**src/rtl/sumador_serie_pkg.sv**
```systemverilog
// ----------------------------------------------------------------------------
// sumador_serie_pkg
// Shared definitions for the bit-serial adder slice:
//   - SUMADOR_N_DEFAULT : default operand/result width
//   - estado_t          : control FSM state encoding (IDLE=0, SUMA=1, FIN=2)
//   - mayoria()         : 3-input majority, i.e. the carry of a full adder
// No ports (package).
// ----------------------------------------------------------------------------
package sumador_serie_pkg;

    localparam int SUMADOR_N_DEFAULT = 8;

    typedef enum logic [1:0] {
        IDLE = 2'd0,
        SUMA = 2'd1,
        FIN  = 2'd2
    } estado_t;

    // Carry-out of a full adder: true when at least two inputs are set.
    function automatic logic mayoria(input logic a, input logic b, input logic c);
        return (a & b) | (a & c) | (b & c);
    endfunction

endpackage

```
**src/rtl/sumador_serie_celda_suma.sv**
```systemverilog
// ----------------------------------------------------------------------------
// celda_suma
// Purely combinational 1-bit full-adder cell used by sumador_serie.
// Ports:
//   a, b  : operand bits
//   cin   : carry in
//   s     : sum bit  (a ^ b ^ cin)
//   cout  : carry out (majority of a, b, cin)
// ----------------------------------------------------------------------------
module celda_suma
    import sumador_serie_pkg::*;
(
    input  logic a,
    input  logic b,
    input  logic cin,
    output logic s,
    output logic cout
);

    // Classic full adder; the carry comes from the shared majority helper so
    // that the definition lives in one place.
    assign s    = a ^ b ^ cin;
    assign cout = mayoria(a, b, cin);

endmodule

```
**src/rtl/sumador_serie.sv**
```systemverilog
// ----------------------------------------------------------------------------
// sumador_serie
// Bit-serial N-bit adder. Operands are captured on an accepted start and then
// added LSB-first, one bit per clock, through a single full-adder cell whose
// carry is fed back through a register. The result appears on S/Co together
// with a one-cycle done pulse; S/Co hold until the next completion and never
// show partial sums.
//
// Parameters:
//   N      : operand/result width (N >= 2)
// Ports:
//   clk    : clock, rising edge active
//   rst    : asynchronous active-high reset
//   start  : operation request, only sampled in IDLE
//   A, B   : operands, captured on accepted start
//   Ci     : initial carry in, captured on accepted start
//   S, Co  : sum and carry out of the last completed operation
//   busy   : high while the serial addition is running
//   done   : one-cycle pulse in the cycle S/Co have just updated
//   V      : signed overflow of the last completed operation
//            (only present when SUMADOR_SERIE_OVF_EN is defined)
// Configuration macro: SUMADOR_SERIE_OVF_EN
// ----------------------------------------------------------------------------
module sumador_serie
    import sumador_serie_pkg::*;
#(
    parameter int N = SUMADOR_N_DEFAULT
)
(
    input  logic         clk,
    input  logic         rst,
    input  logic         start,
    input  logic [N-1:0] A,
    input  logic [N-1:0] B,
    input  logic         Ci,
    output logic [N-1:0] S,
    output logic         Co,
    output logic         busy,
    output logic         done
`ifdef SUMADOR_SERIE_OVF_EN
   ,output logic         V
`endif
);

    localparam int CW = $clog2(N);

    estado_t         state;
    logic [CW-1:0]   cnt;
    logic [N-1:0]    ra;
    logic [N-1:0]    rb;
    logic [N-2:0]    rs;
    logic            c;
    logic            s_bit;
    logic            c_next;
    logic [N-1:0]    rs_next;
    logic            last_bit;

    // The single full-adder cell always works on the current LSBs of the
    // operand shift registers and the registered carry.
    celda_suma u_celda (
        .a    (ra[0]),
        .b    (rb[0]),
        .cin  (c),
        .s    (s_bit),
        .cout (c_next)
    );

    // The partial sum only needs N-1 stored bits: the newest bit enters at the
    // top and the oldest falls off the bottom. On the final bit the freshly
    // computed sum bit completes the full N-bit result.
    assign rs_next  = {s_bit, rs};
    assign last_bit = (cnt == CW'(N - 1));

    // busy is a plain decode of the registered state.
    assign busy = (state == SUMA);

    // Control FSM plus the operand, partial-sum, carry and counter registers.
    // Results are written to S/Co (and V) only on the last bit, so the
    // outputs keep the previous result for the whole of SUMA. While the
    // overflow feature is on, the registered carry c during the last bit is
    // exactly the carry into the MSB, so V is c XOR the final carry out.
    always_ff @(posedge clk or posedge rst) begin
        if (rst) begin
            state <= IDLE;
            cnt   <= '0;
            ra    <= '0;
            rb    <= '0;
            rs    <= '0;
            c     <= 1'b0;
            S     <= '0;
            Co    <= 1'b0;
            done  <= 1'b0;
`ifdef SUMADOR_SERIE_OVF_EN
            V     <= 1'b0;
`endif
        end else begin
            case (state)
                IDLE: begin
                    if (start) begin
                        ra    <= A;
                        rb    <= B;
                        c     <= Ci;
                        cnt   <= '0;
                        state <= SUMA;
                    end
                end
                SUMA: begin
                    c   <= c_next;
                    rs  <= rs_next[N-1:1];
                    ra  <= ra >> 1;
                    rb  <= rb >> 1;
                    cnt <= cnt + CW'(1);
                    if (last_bit) begin
                        S     <= rs_next;
                        Co    <= c_next;
                        done  <= 1'b1;
`ifdef SUMADOR_SERIE_OVF_EN
                        V     <= c ^ c_next;
`endif
                        state <= FIN;
                    end
                end
                FIN: begin
                    done  <= 1'b0;
                    state <= IDLE;
                end
                default: begin
                    done  <= 1'b0;
                    state <= IDLE;
                end
            endcase
        end
    end

endmodule

```
**config.mk**
```make
export PLATFORM = sky130hd
export DESIGN_NAME = sumador_serie
export DESIGN_NICKNAME = d
export VERILOG_FILES = /design/src/rtl/sumador_serie_pkg.sv /design/src/rtl/sumador_serie_celda_suma.sv /design/src/rtl/sumador_serie.sv
export SDC_FILE = /design/constraint.sdc
export NUM_CORES = 1
export LEC_CHECK = 0
export CAP_MARGIN = 40
export CORE_MARGIN = 4
export CORE_UTILIZATION = 55
export CTS_BUF_LIST = sky130_fd_sc_hd__clkbuf_4
export CTS_CLUSTER_SIZE = 30
export DETAILED_ROUTE_END_ITERATION = 10
export MAX_ROUTING_LAYER = met4
export PLACE_DENSITY = 0.86
export SLEW_MARGIN = 10
export SYNTH_ARGS = -nofsm -noshare
export SYNTH_HDL_FRONTEND = slang
export SYNTH_SLANG_ARGS = --single-unit
```
**constraint.sdc**
```tcl
create_clock -name clk -period 2.8 [get_ports clk]
set_input_delay 0.7 -clock clk [delete_from_list [all_inputs] [get_ports clk]]
set_output_delay 0.7 -clock clk [all_outputs]
set_load 0.03 [all_outputs]
```
==> Yosys cells after proc, flatten, opt, wreduce, memory -nomap -nowiden <==
Cells that the tools add are included.
Widths: inputs -> output; s select.
{ "totals": {"regBits": 39, "in_bits": 20, "out_inout_bits": 11, "elab_cells": 41} }
{ "op_classes": {"add_sub_neg": 1, "n_eq_ne": 4, "muxes": 13, "bitwise": 8, "n_reduce_logical": 6} }
{ "ops": {"columns": ["cell", "count"], "rows": [
  ["$pmux 8 s2", 2],
  ["$mux 8", 2],
  ["$reduce_and 2->1", 4],
  ["$pmux 3 s2", 1],
  ["$mux 2", 2],
  ["$pmux 1 s2", 2],
  ["$pmux 2 s2", 1],
  ["$add 3x1->3 const B", 1],
  ["$and 1x1->1", 3],
  ["$eq 3x3->1 const B", 1],
  ["$mux 3", 1],
  ["$eq 2x1->1 const B", 1],
  ["$logic_not 2->1", 1],
  ["$mux 1", 2],
  ["$ne 2x1->1 const B", 1],
  ["$ne 2x2->1 const B", 1],
  ["$or 1x1->1", 2],
  ["$reduce_bool 2->1", 1],
  ["$xor 1x1->1", 2],
  ["$not 1->1", 1]
]} }

==> Longest topological paths before layout <==
{ "depth": {"word_depth": 4, "ltp_mapped": 6, "mapped_depth_nobuf": 5} }

==> Cells and area by module <==
A second synthesis with hierarchy kept.
{ "unflattened": {"hier_cells": 153, "hier_area_um2": 1724.2} }
{ "by_module_without_submodules": {"columns": ["module", "instances", "cells_per_inst", "area_per_inst_um2", "seq_area_each_um2"], "rows": [
  ["sumador_serie", 1, 152, 1704.1, 975.9],
  ["celda_suma", 1, 1, 20.0, 0.0]
]} }

==> Worst setup path before layout <==
Ideal clock, no wire load.
{ "synth_path": {"kind": "reg2out", "from": "reg state[1]", "to": "out busy", "arrival_ns": 0.970, "required_ns": 2.100, "slack_ns": 1.130, "path_stages_with_launch": 5, "path_buffers": 2, "path_cell_list": "dfrtp_1 > buf_6 > nand2b_4 > inv_4 > buf_2"} }
{ "synth_via": {"elab_chain_len": 1} }
{ "synth_lines": {"columns": ["item", "line_no", "source"], "rows": [
  ["start: declaration", "sumador_serie.sv:47", "estado_t state;"],
  ["start signal: assignment", "sumador_serie.sv:84", "state <= IDLE;"],
  ["start signal: assignment", "sumador_serie.sv:104", "state <= SUMA;"],
  ["start signal: assignment", "sumador_serie.sv:120", "state <= FIN;"],
  ["$eq 2x1->1", "sumador_serie.sv:75", "assign busy = (state == SUMA);"],
  ["end: declaration", "sumador_serie.sv:38", "output logic busy,"]
]} }
No other way between the ends.

==> Worst setup path after layout <==
Same ends and word-level chain as after synthesis.

==> flow_metrics.py <==
metrics = {
    "outcome": {
        "status": "completed",
    },
    "global_route": {
        "antenna_found_initial": 0,
        "grt_usage_pct": 18.65,
        "first_global_vias": 1287,
        "grt_pass1_wl_mm": 5.754,
        "grt_max_degree": 40,
        "grt-ovfl-total": 0,
    },
    "yosys": {
        "ys.warnings.count": 0,
        "synthCells": 160,
        "synth_area_per_cell_um2": 11.19,
        "syn-cell-area_mm2": 0.001790,
        "ys_seq_area_share_pct": 54.51,
        "synth-seq-cells": 39,
        "synth_nets": 183,
        "synthDistinctLibCells": 30,
    },
    "layout": {
        "syn2layout_area_growth_pct": 20.82,
        "drive_gt1_share_pct": 12.57,
        "fin_cells": 235,
        "finalNetCount": 213,
        "antenna_cells": 0,
        "fill_cells": 236,
    },
    "placed_design": {
        "place.gp.congestion": 0.8298,
        "dp_cells": 227,
        "port_buffers": 30,
        "dp_hpwl_mm": 2.354,
    },
    "cts": {
        "cts-root-buf": "clkbuf_4",
        "cts_resized": 0,
        "clkSinkCount": 39,
        "cts_tree": "built",
        "post-cts-setup-buffer-count": 0,
        "htreeDepth": 2,
        "cts_made_buffers": 5,
        "insertion_delay_ps": 340,
        "clk_pin_slew_worst_paths_ps": 110,
        "cts-hold-fix-buffers": 0,
        "clockBufferDepth": 2,
    },
    "floorplanning": {
        "initial_core_util_pct": 58.17,
        "dieArea_mm2": 0.004232,
        "die_y_um": 65.06,
        "core_mm2": 0.003078,
        "io_pins": 31,
        "num_rows": 20,
        "die_width_um": 65.06,
    },
    "power": {
        "intPower_uw": 1451,
        "p_comb_share_pct": 45.6,
        "seq_power_share_pct": 42.0,
        "peakVddDrop_uv": 410.9,
        "p_clk_share_pct": 12.4,
        "netSwitchingFraction_pct": 38.64,
        "switching_power_uw": 913.4,
        "p_leak_uw": 0.0009988,
        "cellPowerDensity_mw_per_mm2": 1093,
    },
    "route": {
        "firstDrtPassIters": 6,
        "antenna_left": 0,
        "drc_errors": 0,
        "wirelength_mm": 3.359,
        "initialDrtViolationCount": 52,
        "vias": 1281,
        "wl_per_cell_um": 14.29,
        "vias_per_cell": 5.451,
    },
    "timing": {
        "period_needed_ps": 2530,
        "rsz0062_at_grt": "false",
        "slew_viol_final": 0,
        "fin_crit_sh_pct": 90.37,
        "tns_ps": 0,
        "finalSetupViolCount": 0,
        "max_freq_mhz": 395.2,
        "slew_headroom_pct": 68.68,
        "tightest_slew_ps": 469.8,
        "hold_viol": 0,
        "fin_worst_skew_ps": 5.233,
    },
    "worst_setup_path": {
        "critPathSlowestCell": "clkdlybuf4s50_1",
        "path_buf_inv": 2,
        "r2r_setup_slack_ps": 1320,
        "crit_type": "flop to primary output",
        "worst-path-max-fanout": 15,
        "cp_top_family": "buffers and inverters",
        "required_ps": 2100,
        "cp-end-kind": "primary output",
        "startpoint_type": "flop",
        "crit_chain": "nand2b_4 > inv_4 > clkdlybuf4s50_1",
        "worstPathArrival_ps": 1830,
        "max_stage_delay_ps": 700,
    },
    "worst_hold_path": {
        "hold_path_class": "flop to flop",
    },
    "flow_run": {
        "cap_violations": 0,
    },
}
==> registers in the layout, indices dropped and copies added (netlist names) <==
name / flops
state: 2
done: 1
Co: 1
S: 8
rb: 8
ra: 8
rs: 7
c: 1
cnt: 3
==> cells in the mapped netlist <==
cell | instances | area share [%]
o21bai_1 | 1 | 0.42
o21ai_0 | 2 | 0.56
nand2b_4 | 1 | 0.77
nand2_1 | 22 | 4.6
mux2i_1 | 3 | 1.7
o21ba_2 | 1 | 0.56
buf_2 | 5 | 1.4
nor3_1 | 5 | 1.4
o32ai_1 | 7 | 3.4
buf_4 | 3 | 1.3
a211oi_1 | 1 | 0.42
nand2_8 | 1 | 1.1
o22a_1 | 3 | 1.5
a21oi_1 | 7 | 2.0
inv_4 | 1 | 0.35
nand2b_1 | 4 | 1.4
a22o_1 | 2 | 0.98
dfrtp_1 | 39 | 55
inv_1 | 9 | 1.9
ha_1 | 2 | 1.4
nor2_1 | 14 | 2.9
nor4b_1 | 2 | 0.98
o22ai_1 | 5 | 1.7
or2_1 | 1 | 0.35
buf_6 | 1 | 0.63
fa_1 | 1 | 1.1
clkbuf_1 | 1 | 0.21
o31ai_1 | 1 | 0.42
mux2_4 | 9 | 7.5
nor3b_1 | 6 | 2.5
==> metal layers <==
metal  GRT usage (%)  up-vias  wire length (um)
li1                -      620                 -
met1           21.43      618              1475
met2           30.52       36              1647
met3           4.506        7               161
met4           9.326        0                74
met5               -        -                 0
==> stage by stage <==
stage	utilization, %	hold WS [ps]	worst slack (ps)	total power (uW)	instance area [um^2]
6_report	70.28	513.0	269.7	2364	2163
5_1_grt	70.28	529.0	160.6	2537	2163
3_3_place_gp	68.41	475.2	652.4	2032	2106
2_1_floorplan	-	445.9	1130	1777	1790
4_1_cts	70.28	521.7	241.9	2390	2163
3_5_place_dp	68.41	490.8	540.7	2094	2106
==> kinds of logic after synthesis <==
group / share of synthesized area, %
AOI/OAI and AO/OA: 11.95
buffers and inverters: 5.730
and+or+nand+nor: 16.07
DFF: 54.51
adders and majority gates: 2.516
muxes: 9.224
==> layout make-up <==
type                       instances  area, um^2  share of cell area (%)
clock buffer                       7       52.55                   2.429
tap                               44       55.05                   2.545
timing repair buffer              33       322.8                   14.92
multi-input combinational        101       711.9                   32.91
clock inverter                     1       5.005                  0.2313
inverter                          10       40.04                   1.851
sequential                        39       975.9                   45.11
==> cells in the final DEF, fill, tap and decap left out, drive strengths merged, types with 3 or more instances in the layout <==
cell / synthesis / final
clkdlybuf4s50: 0 / 30
o22ai: 5 / 5
o22a: 3 / 3
inv: 10 / 10
nor3: 5 / 5
a21oi: 7 / 7
dfrtp: 39 / 39
mux2i: 3 / 3
o32ai: 7 / 7
nand2b: 5 / 5
mux2: 9 / 9
nor3b: 6 / 6
buf: 9 / 3
nor2: 14 / 14
nand2: 23 / 23
clkbuf: 1 / 7
==> tightest hold or removal path: stages (launching register included) <==
cell	delay, ps
dfrtp_1	380
nand2_1	50
nand2_1	60
==> power groups by stage <==
| stage | clock [uW] | sequential, uW | combinational [uW] |
|---|---|---|---|
| after floorplan | 0 | 1100 | 680 |
| after global placement | 0 | 985 | 1050 |
| after detailed placement | 0 | 1000 | 1090 |
| after CTS | 304 | 993 | 1090 |
| after global routing | 336 | 1020 | 1180 |
| final | 293 | 993 | 1080 |
==> path summary, 6_finish.rpt <==
| kind | startpoint | end | cells after the start |
|---|---|---|---|
| worst max-delay path | state[1] | busy | 3 |
| worst min-delay path | rs[0] | rs[0] | 2 |
| worst max register to register | cnt[0] | Co | 4 |
| worst min register to register | rs[0] | rs[0] | 2 |
| max in group asynchronous | rst | ra[3] | 3 |
| min in group asynchronous | rst | S[0] | 3 |
Note: power is estimated with default switching activity, not from simulation.
